===== src/rtl/tt_um_chip_sp_phrase_rx.sv =====
// Strobed ASCII phrase matcher ("Guatemala" / "Quetzal") with a
// wrapping match counter and one-cycle match/error pulses.
module tt_um_chip_sp_phrase_rx #(
    parameter int CNT_W = 4
) (
    input  logic       clk,
    input  logic       rst_n,
    input  logic       ena,
    input  logic [7:0] ui_in,
    output logic [7:0] uo_out,
    input  logic [7:0] uio_in,
    output logic [7:0] uio_out,
    output logic [7:0] uio_oe
);

    logic [2:0]       s_q, s_d;
    logic             sel_q, sel_d;
    logic             selp_q, selp_d;
    logic [3:0]       pos_q, pos_d;
    logic [CNT_W-1:0] cnt_q, cnt_d;
    logic             mat_q, mat_d;
    logic             err_q, err_d;

    logic             chg;
    logic             acc;
    logic [3:0]       pos_e;
    logic [3:0]       last;
    logic [CNT_W+3:0] cnt_x;
    logic [4:0]       unused_uio;

    // sel = 1 selects "Quetzal", 0 selects "Guatemala"
    function automatic logic [7:0] phr_chr(input logic sel, input logic [3:0] i);
        logic [7:0] c;
        c = 8'h00;
        if (sel) begin
            case (i)
                4'd0:    c = 8'h51;
                4'd1:    c = 8'h75;
                4'd2:    c = 8'h65;
                4'd3:    c = 8'h74;
                4'd4:    c = 8'h7A;
                4'd5:    c = 8'h61;
                4'd6:    c = 8'h6C;
                default: c = 8'h00;
            endcase
        end else begin
            case (i)
                4'd0:    c = 8'h47;
                4'd1:    c = 8'h75;
                4'd2:    c = 8'h61;
                4'd3:    c = 8'h74;
                4'd4:    c = 8'h65;
                4'd5:    c = 8'h6D;
                4'd6:    c = 8'h61;
                4'd7:    c = 8'h6C;
                4'd8:    c = 8'h61;
                default: c = 8'h00;
            endcase
        end
        return c;
    endfunction

    always_comb begin
        s_d    = {s_q[1:0], uio_in[0]};
        sel_d  = sel_q;
        selp_d = selp_q;
        pos_d  = pos_q;
        cnt_d  = cnt_q;
        mat_d  = 1'b0;
        err_d  = 1'b0;
        chg    = sel_q ^ selp_q;
        acc    = s_q[1] & ~s_q[2] & ena;
        pos_e  = chg ? 4'd0 : pos_q;
        last   = sel_q ? 4'd6 : 4'd8;
        if (ena) begin
            sel_d  = uio_in[2] ^ uio_in[1];
            selp_d = sel_q;
            pos_d  = pos_e;
            if (acc) begin
                if (ui_in == phr_chr(sel_q, pos_e)) begin
                    if (pos_e == last) begin
                        mat_d = 1'b1;
                        cnt_d = cnt_q + CNT_W'(1);
                        pos_d = 4'd0;
                    end else begin
                        pos_d = pos_e + 4'd1;
                    end
                end else begin
                    // no phrase repeats its first char, so restart is exact
                    pos_d = (ui_in == phr_chr(sel_q, 4'd0)) ? 4'd1 : 4'd0;
                    err_d = (pos_e != 4'd0);
                end
            end
        end
    end

    always_ff @(posedge clk) begin
        if (!rst_n) begin
            s_q    <= '0;
            sel_q  <= 1'b0;
            selp_q <= 1'b0;
            pos_q  <= '0;
            cnt_q  <= '0;
            mat_q  <= 1'b0;
            err_q  <= 1'b0;
        end else begin
            s_q    <= s_d;
            sel_q  <= sel_d;
            selp_q <= selp_d;
            pos_q  <= pos_d;
            cnt_q  <= cnt_d;
            mat_q  <= mat_d;
            err_q  <= err_d;
        end
    end

    always_comb begin
        cnt_x      = {4'b0000, cnt_q};
        uo_out     = {cnt_x[3:0], pos_q};
        uio_out    = {2'b00, (pos_q != 4'd0), err_q, mat_q, 3'b000};
        uio_oe     = 8'b1111_1000;
        unused_uio = uio_in[7:3];
    end

endmodule


===== config.mk =====
export PLATFORM = sky130hd
export DESIGN_NAME = tt_um_chip_sp_phrase_rx
export DESIGN_NICKNAME = d
export VERILOG_FILES = /design/src/rtl/tt_um_chip_sp_phrase_rx.sv
export SDC_FILE = /design/constraint.sdc
export NUM_CORES = 1
export LEC_CHECK = 0
export CELL_PAD_IN_SITES_DETAIL_PLACEMENT = 1
export CELL_PAD_IN_SITES_GLOBAL_PLACEMENT = 1
export CORE_ASPECT_RATIO = 0.6
export CORE_MARGIN = 5
export CORE_UTILIZATION = 31
export DETAILED_ROUTE_END_ITERATION = 6
export PLACE_DENSITY_LB_ADDON = 0.2
export SETUP_SLACK_MARGIN = 0.15
export SLEW_MARGIN = 10
export SYNTH_ARGS = -nofsm -noshare
export SYNTH_HDL_FRONTEND = slang
export SYNTH_SLANG_ARGS = --single-unit

===== constraint.sdc =====
create_clock -name clk -period 3.2 [get_ports clk]
set_input_delay 0.48 -clock clk [delete_from_list [all_inputs] [get_ports clk]]
set_output_delay 0.48 -clock clk [all_outputs]
set_load 0.005 [all_outputs]

==> flow_metrics.env <==
export IMPL_outcome="finished, violations left"
export IMPL_violations="negative setup slack"
export IMPL_dp_cells=302
export IMPL_pwr_density_cell_nw_per_um2=269.7
export IMPL_cts_tree="yes"
export IMPL_vdd_drop_max_uv=139.7
export IMPL_synth_ff_type="dfxtp_1"
export IMPL_critPathMaxFanout=4
export IMPL_grt_overflow=0
export IMPL_yosys_area_top_type_share_pct=19.75
export IMPL_grt_pass1_wl_um=8493
export IMPL_ctsLongestPathBuffers=2
export IMPL_final_nets=272
export IMPL_synth_commonest_cells="nand2_1 (18), a21oi_1 (17), buf_4 (16), dfxtp_1 (15), nor2_1 (12)"
export IMPL_hp_class="reg2reg"
export IMPL_cts_htree_levels=1
export IMPL_setup_viol=1
export IMPL_critical_path_arrival_ps=3380
export IMPL_start_util_pct=32.63
export IMPL_p_seq_share_pct=35.8
export IMPL_async_flop_share_pct=0
export IMPL_dieArea_um2=6451
export IMPL_drive_gt1_share_pct=22.86
export IMPL_fin_total_pwr_uw=548.7
export IMPL_die_height_um=64.25
export IMPL_synth_largest_area_cell="dfxtp_1"
export IMPL_final_cells=308
export IMPL_dr_pass1_iters=4
export IMPL_fmax_ghz=0.3083
export IMPL_slew_viol_final=0
export IMPL_setup_ws_ps=-43.16
export IMPL_drc=0
export IMPL_critPathRequiredTime_ps=3340
export IMPL_core_area_um2=4659
export IMPL_syn_area_per_cell_um2=7.344
export IMPL_power_internal_uw=369.1
export IMPL_num_vias=1566
export IMPL_clkPwrFrac_pct=28.1
export IMPL_skew_ps=3.403
export IMPL_die_w_um=100.4
export IMPL_pwr_share_comb_pct=36.1
export IMPL_place_ws_ps=-96.89
export IMPL_worstSetupPathType="reg2reg"
export IMPL_ys_top_cells_by_area="dfxtp_1 (20%), buf_4 (7.9%), ha_1 (5.8%), a21oi_1 (5.6%), nand2_1 (4.4%)"
export IMPL_final_antenna_net_count=0
export IMPL_synth_enable_flop_cells=0
export IMPL_via_per_inst=5.084
export IMPL_finalCritPeriodShare_pct=101.3
export IMPL_layout_min_cycle_time_ps=3243
export IMPL_wl_per_cell_um=16.70
export IMPL_ys_ff_latch=15
export IMPL_hold_viol=0
export IMPL_globalplace_congestion=0.8346
export IMPL_seq_area_frac_synth_pct=19.75
export IMPL_initialDrtViolationCount=81
export IMPL_p_switching_uw=179.6
export IMPL_stdcell_area_um2=2034
export IMPL_endpoint_kind="flop"
export IMPL_power_leakage_nw=0.8153
export IMPL_cp_start_kind="flop"
export IMPL_antenna_cells=0
export IMPL_cts_reportedPaths_clkPinSlew_ps=60
export IMPL_globalRouteTotalUtil_pct=16.47
export IMPL_port_buffers=24
export IMPL_synth_most_common_cell="nand2_1"
export IMPL_ys_warn_count=0
export IMPL_antenna_found_initial=0
export IMPL_grt_pass1_vias=1569
export IMPL_maxCapViolCount=0
export IMPL_ctsHoldBuffers=0
export IMPL_grt_max_degree=23
export IMPL_cts_root_buf="clkbuf_8"
export IMPL_numCtsBuffers=3
export IMPL_area_delta_synth_final_pct=33.83
export IMPL_post_dp_cell_area_um2=1927
export IMPL_num_rows=19
export IMPL_finalWirelength_um=5143
export IMPL_clock_insertion_delay_worst_skew_ps=250
export IMPL_tns_ps=-43.16
export IMPL_synthesis_instances=207
export IMPL_syn_cell_area_um2=1520
export IMPL_io_pin_count=43
export IMPL_switching_share_pct=32.74
export IMPL_synth_distinct_cells=54
export IMPL_dp_hpwl_um=4174
export IMPL_rsz0062_at_grt="true"
export IMPL_clkSinkCount=15
-- layout by cell type (no fill, tap or decap), drive strengths merged, types with 4 or more instances in the layout --
cell type,instances
a21oi,17
and2,4
and3,4
buf,28
clkbuf,4
clkdlybuf4s50,24
conb,13
dfxtp,15
ha,7
inv,10
nand2,18
nand2b,4
nand3,11
nand4,4
nor2,12
nor3,6
o211ai,6
o21ai,13
-- through the flow --
stage | hold slack, ps | util, %
after floorplan | 411.9 | -
after global placement | 416.0 | 41.35
after detailed placement | 437.6 | 41.35
after CTS | 453.1 | 43.15
after global routing | 472.9 | 43.66
final | 444.8 | 43.66
-- power by group through the flow --
| stage | registers, mW | logic, mW | clock network (mW) |
|---|---|---|---|
| after floorplan | 0.200 | 0.119 | 0 |
| after global placement | 0.200 | 0.185 | 0 |
| after detailed placement | 0.201 | 0.188 | 0 |
| after CTS | 0.196 | 0.192 | 0.163 |
| after global routing | 0.197 | 0.217 | 0.166 |
| final | 0.196 | 0.198 | 0.154 |
-- critical path, stage by stage (launching register included) --
cell,delay [ps]
dfxtp_2,350
xnor2_4,260
nand2_2,130
inv_2,100
ha_4,150
inv_4,40
ha_4,140
or4_4,500
o211ai_2,90
xnor2_1,90
or4_4,590
or4b_4,520
xor2_1,150
nor2_1,50
-- routing by layer --
| layer | global-route usage (%) | share of wire [%] | wire [um] | up-vias |
|---|---|---|---|---|
| met4 | 1.513 | 0.29 | 15 | 0 |
| met2 | 22.94 | 38 | 1965 | 50 |
| met5 | 0 | 0 | 0 | - |
| met3 | 4.565 | 9.3 | 476 | 3 |
| li1 | - | - | - | 785 |
| met1 | 25.58 | 52 | 2684 | 728 |
-- final timing paths --
| path | from | end | slack [ps] | cells after the start |
|---|---|---|---|---|
| worst min-delay path | s_q[0] | s_q[1] | 440 | 1 |
| worst min register to register | s_q[0] | s_q[1] | 440 | 1 |
| worst max register to register | sel_q | cnt_q[0] | -40 | 13 |
| worst max-delay path | sel_q | cnt_q[0] | -40 | 13 |
-- flip-flops by register name (all words and copies together), names as in the netlist --
name    cells
cnt_q       4
err_q       1
s_q         3
sel_q       1
selp_q      1
mat_q       1
pos_q       4
-- logic make-up (layout without fill, tap and decap cells) --
kind of cell	Yosys count	count (layout)	share of synthesized area, %
flops	15	15	19.75
mux	2	2	1.317
xor+xnor	6	6	3.951
simple gates	80	80	30.53
fa+ha+maj	7	7	5.761
compound gates	56	56	23.70
buf+inv	39	66	14.49
other cells	2	13	0.4940
-- repair_timing --
item / CTS / global route
gates cloned: 0 / 0
setup endpoints to repair: 10 / 10
resized for setup: 8 / 5
pin swaps: 13 / 6
buffers inserted: 2 / 0
-- final cells by class --
class                           count  area [um2]
Inverter                           10       40.04
Sequential cell                    15       305.3
Timing Repair Buffer               52       454.2
Clock buffer                        4       45.04
Multi-Input combinational cell    164        1111
Fill cell                         588        2625
Tap cell                           63       78.83
Power figures use the tool's default switching activity.
==> RTL change, RTL diff (same flow settings) <==
Change the parameter `CNT_W` from 4 to 3.
--- a/src/rtl/tt_um_chip_sp_phrase_rx.sv
+++ b/src/rtl/tt_um_chip_sp_phrase_rx.sv
@@ -3,3 +3,3 @@
 module tt_um_chip_sp_phrase_rx #(
-    parameter int CNT_W = 4
+    parameter int CNT_W = 3
 ) (
Behaviour: no difference found for any inputs over 10 cycles, from zero or initial values and one cycle with rst_n low; that may be too few to reach the edited logic, so the function may still have changed.
==> RTL change against the unedited design <==
Routed wire length fell by 12%. Combinational power fell by 48%. Critical path depth fell by 1. Sequential cell count fell by 1. Count of clock-buffer cells in the layout fell by 1. Area after synthesis decreased by 4.1%. Power down 22%. Final area shrank 10%. Worst setup slack gained 330 ps. Critical path type unchanged. Largest power group is now sequential cells. Highest routed layer is now met3.
==> RTL change: results (changes against the unedited design) <==
Pwr:
- The proportion of power drawn by the clock network came to 34.0% (+5.9 points).
- The sequential fraction of design power is 42.0% (+6.2 points).
- The power consumption is 0.4304 mW (-22%).
- The power dissipated by switching net loads came to 0.1222 mW (-32%).
- The maximum VDD drop came to 0.1308 mV (-6.3%).
- The leakage power is 0.7880 nW (-3.3%).

Layout:
- The multi-input gate count is 157 (-4.3%).
- The fraction of final layout cells sized beyond drive strength 1 came to 15.60% (-7.3 points).
- The largest registers in the layout are pos_q: 4 flops, cnt_q: 3 flops, s_q: 3 flops.
- The number of clock-tree buffers in the layout is 3 (-1).
- The number of nets in the layout is 246 (-9.6%).
- The share of final layout cell area taken by non-clock buffers was 18.11% (-4.2 points).
- The clock buffer and inverter area fraction after layout is 2.256% (+0.042 points).
- The number of logic inverters in the finished layout is 8 (-2).
- The sequential cell area in the final layout came to 282.8 µm² (-7.4%).
- The final-layout fill cell count came to 561 (-4.6%).

Global routing:
- The global routing usage summed across all routing layers came to 14.47% (-2.0 points).
- The first-pass GRT wire length is 7320 µm (-14%).
- The pin count of the biggest net entering global routing came to 26 (+13%).

STA:
- The final-layout worst hold slack came to 436.9 ps (-7.915 ps).
- The final setup TNS is 0 ps (+43.16 ps).
- The maximum clock frequency is 342.7 MHz (+11%).

Run status:
- The flow ran to the end, and the final reports show no timing, DRC or antenna violations.

Setup path:
- The origin of the critical flop-to-flop path is selp_q.
- The critical-path maximum fanout is 8 (+4).
- The depth of the worst register-to-register path is 12 (-1).
- The critical path ends at pos_q[0].

Logic synthesis:
- The register bit count reported by yosys came to 14 (-1).
- The count of mapped cells out of synthesis was 197 (-4.8%).
- After synthesis, the cell types taking the most area are dfxtp_1 19%, buf_4 8.2%, ha_1 6.0%, nand2_1 4.9%, nor2_1 3.6%.

Place:
- The routability congestion estimate is 0.8710 (+4.4%).
- The total half-perimeter wirelength after legalization and detailed placement came to 3600 µm (-14%).
- The placed cell count is 277 (-8.3%).
- The placed standard-cell area is 1723 µm² (-11%).

Route:
- The via total after detailed routing is 1422 (-9.2%).
RTL change: cell count changes after synthesis, sizes merged, moves of 3 or more:
cell	delta
nor2b	+4
o21ai	-7
nand3	-6
o211ai	-5
and2	+3
a311oi	-3
nand2b	+3
a21oi	-7
RTL change: kinds of logic after synthesis:
family | Yosys count | synth area share [%]
and+or+nand+nor | 84 | 33.05
AOI/OAI and AO/OA | 40 | 18.80
buffers and inverters | 38 | 14.85
DFF | 14 | 19.23
xor gates and xnor gates | 8 | 4.806
adders and majority gates | 7 | 6.008
muxes | 4 | 2.747
other | 2 | 0.5152
RTL change: metal layers:
metal	wire length [µm]	global-route usage (%)	vias to the layer above
li1	-	-	697
met5	0	0	-
met2	1984	21.46	23
met3	194	4.190	0
met4	0	1.193	0
met1	2355	21.43	702
RTL change: timing repair:
item	4_1_cts	5_1_grt
pin swaps	1	3
setup endpoints to repair	9	8
buffers inserted	1	0
resized for setup	5	10
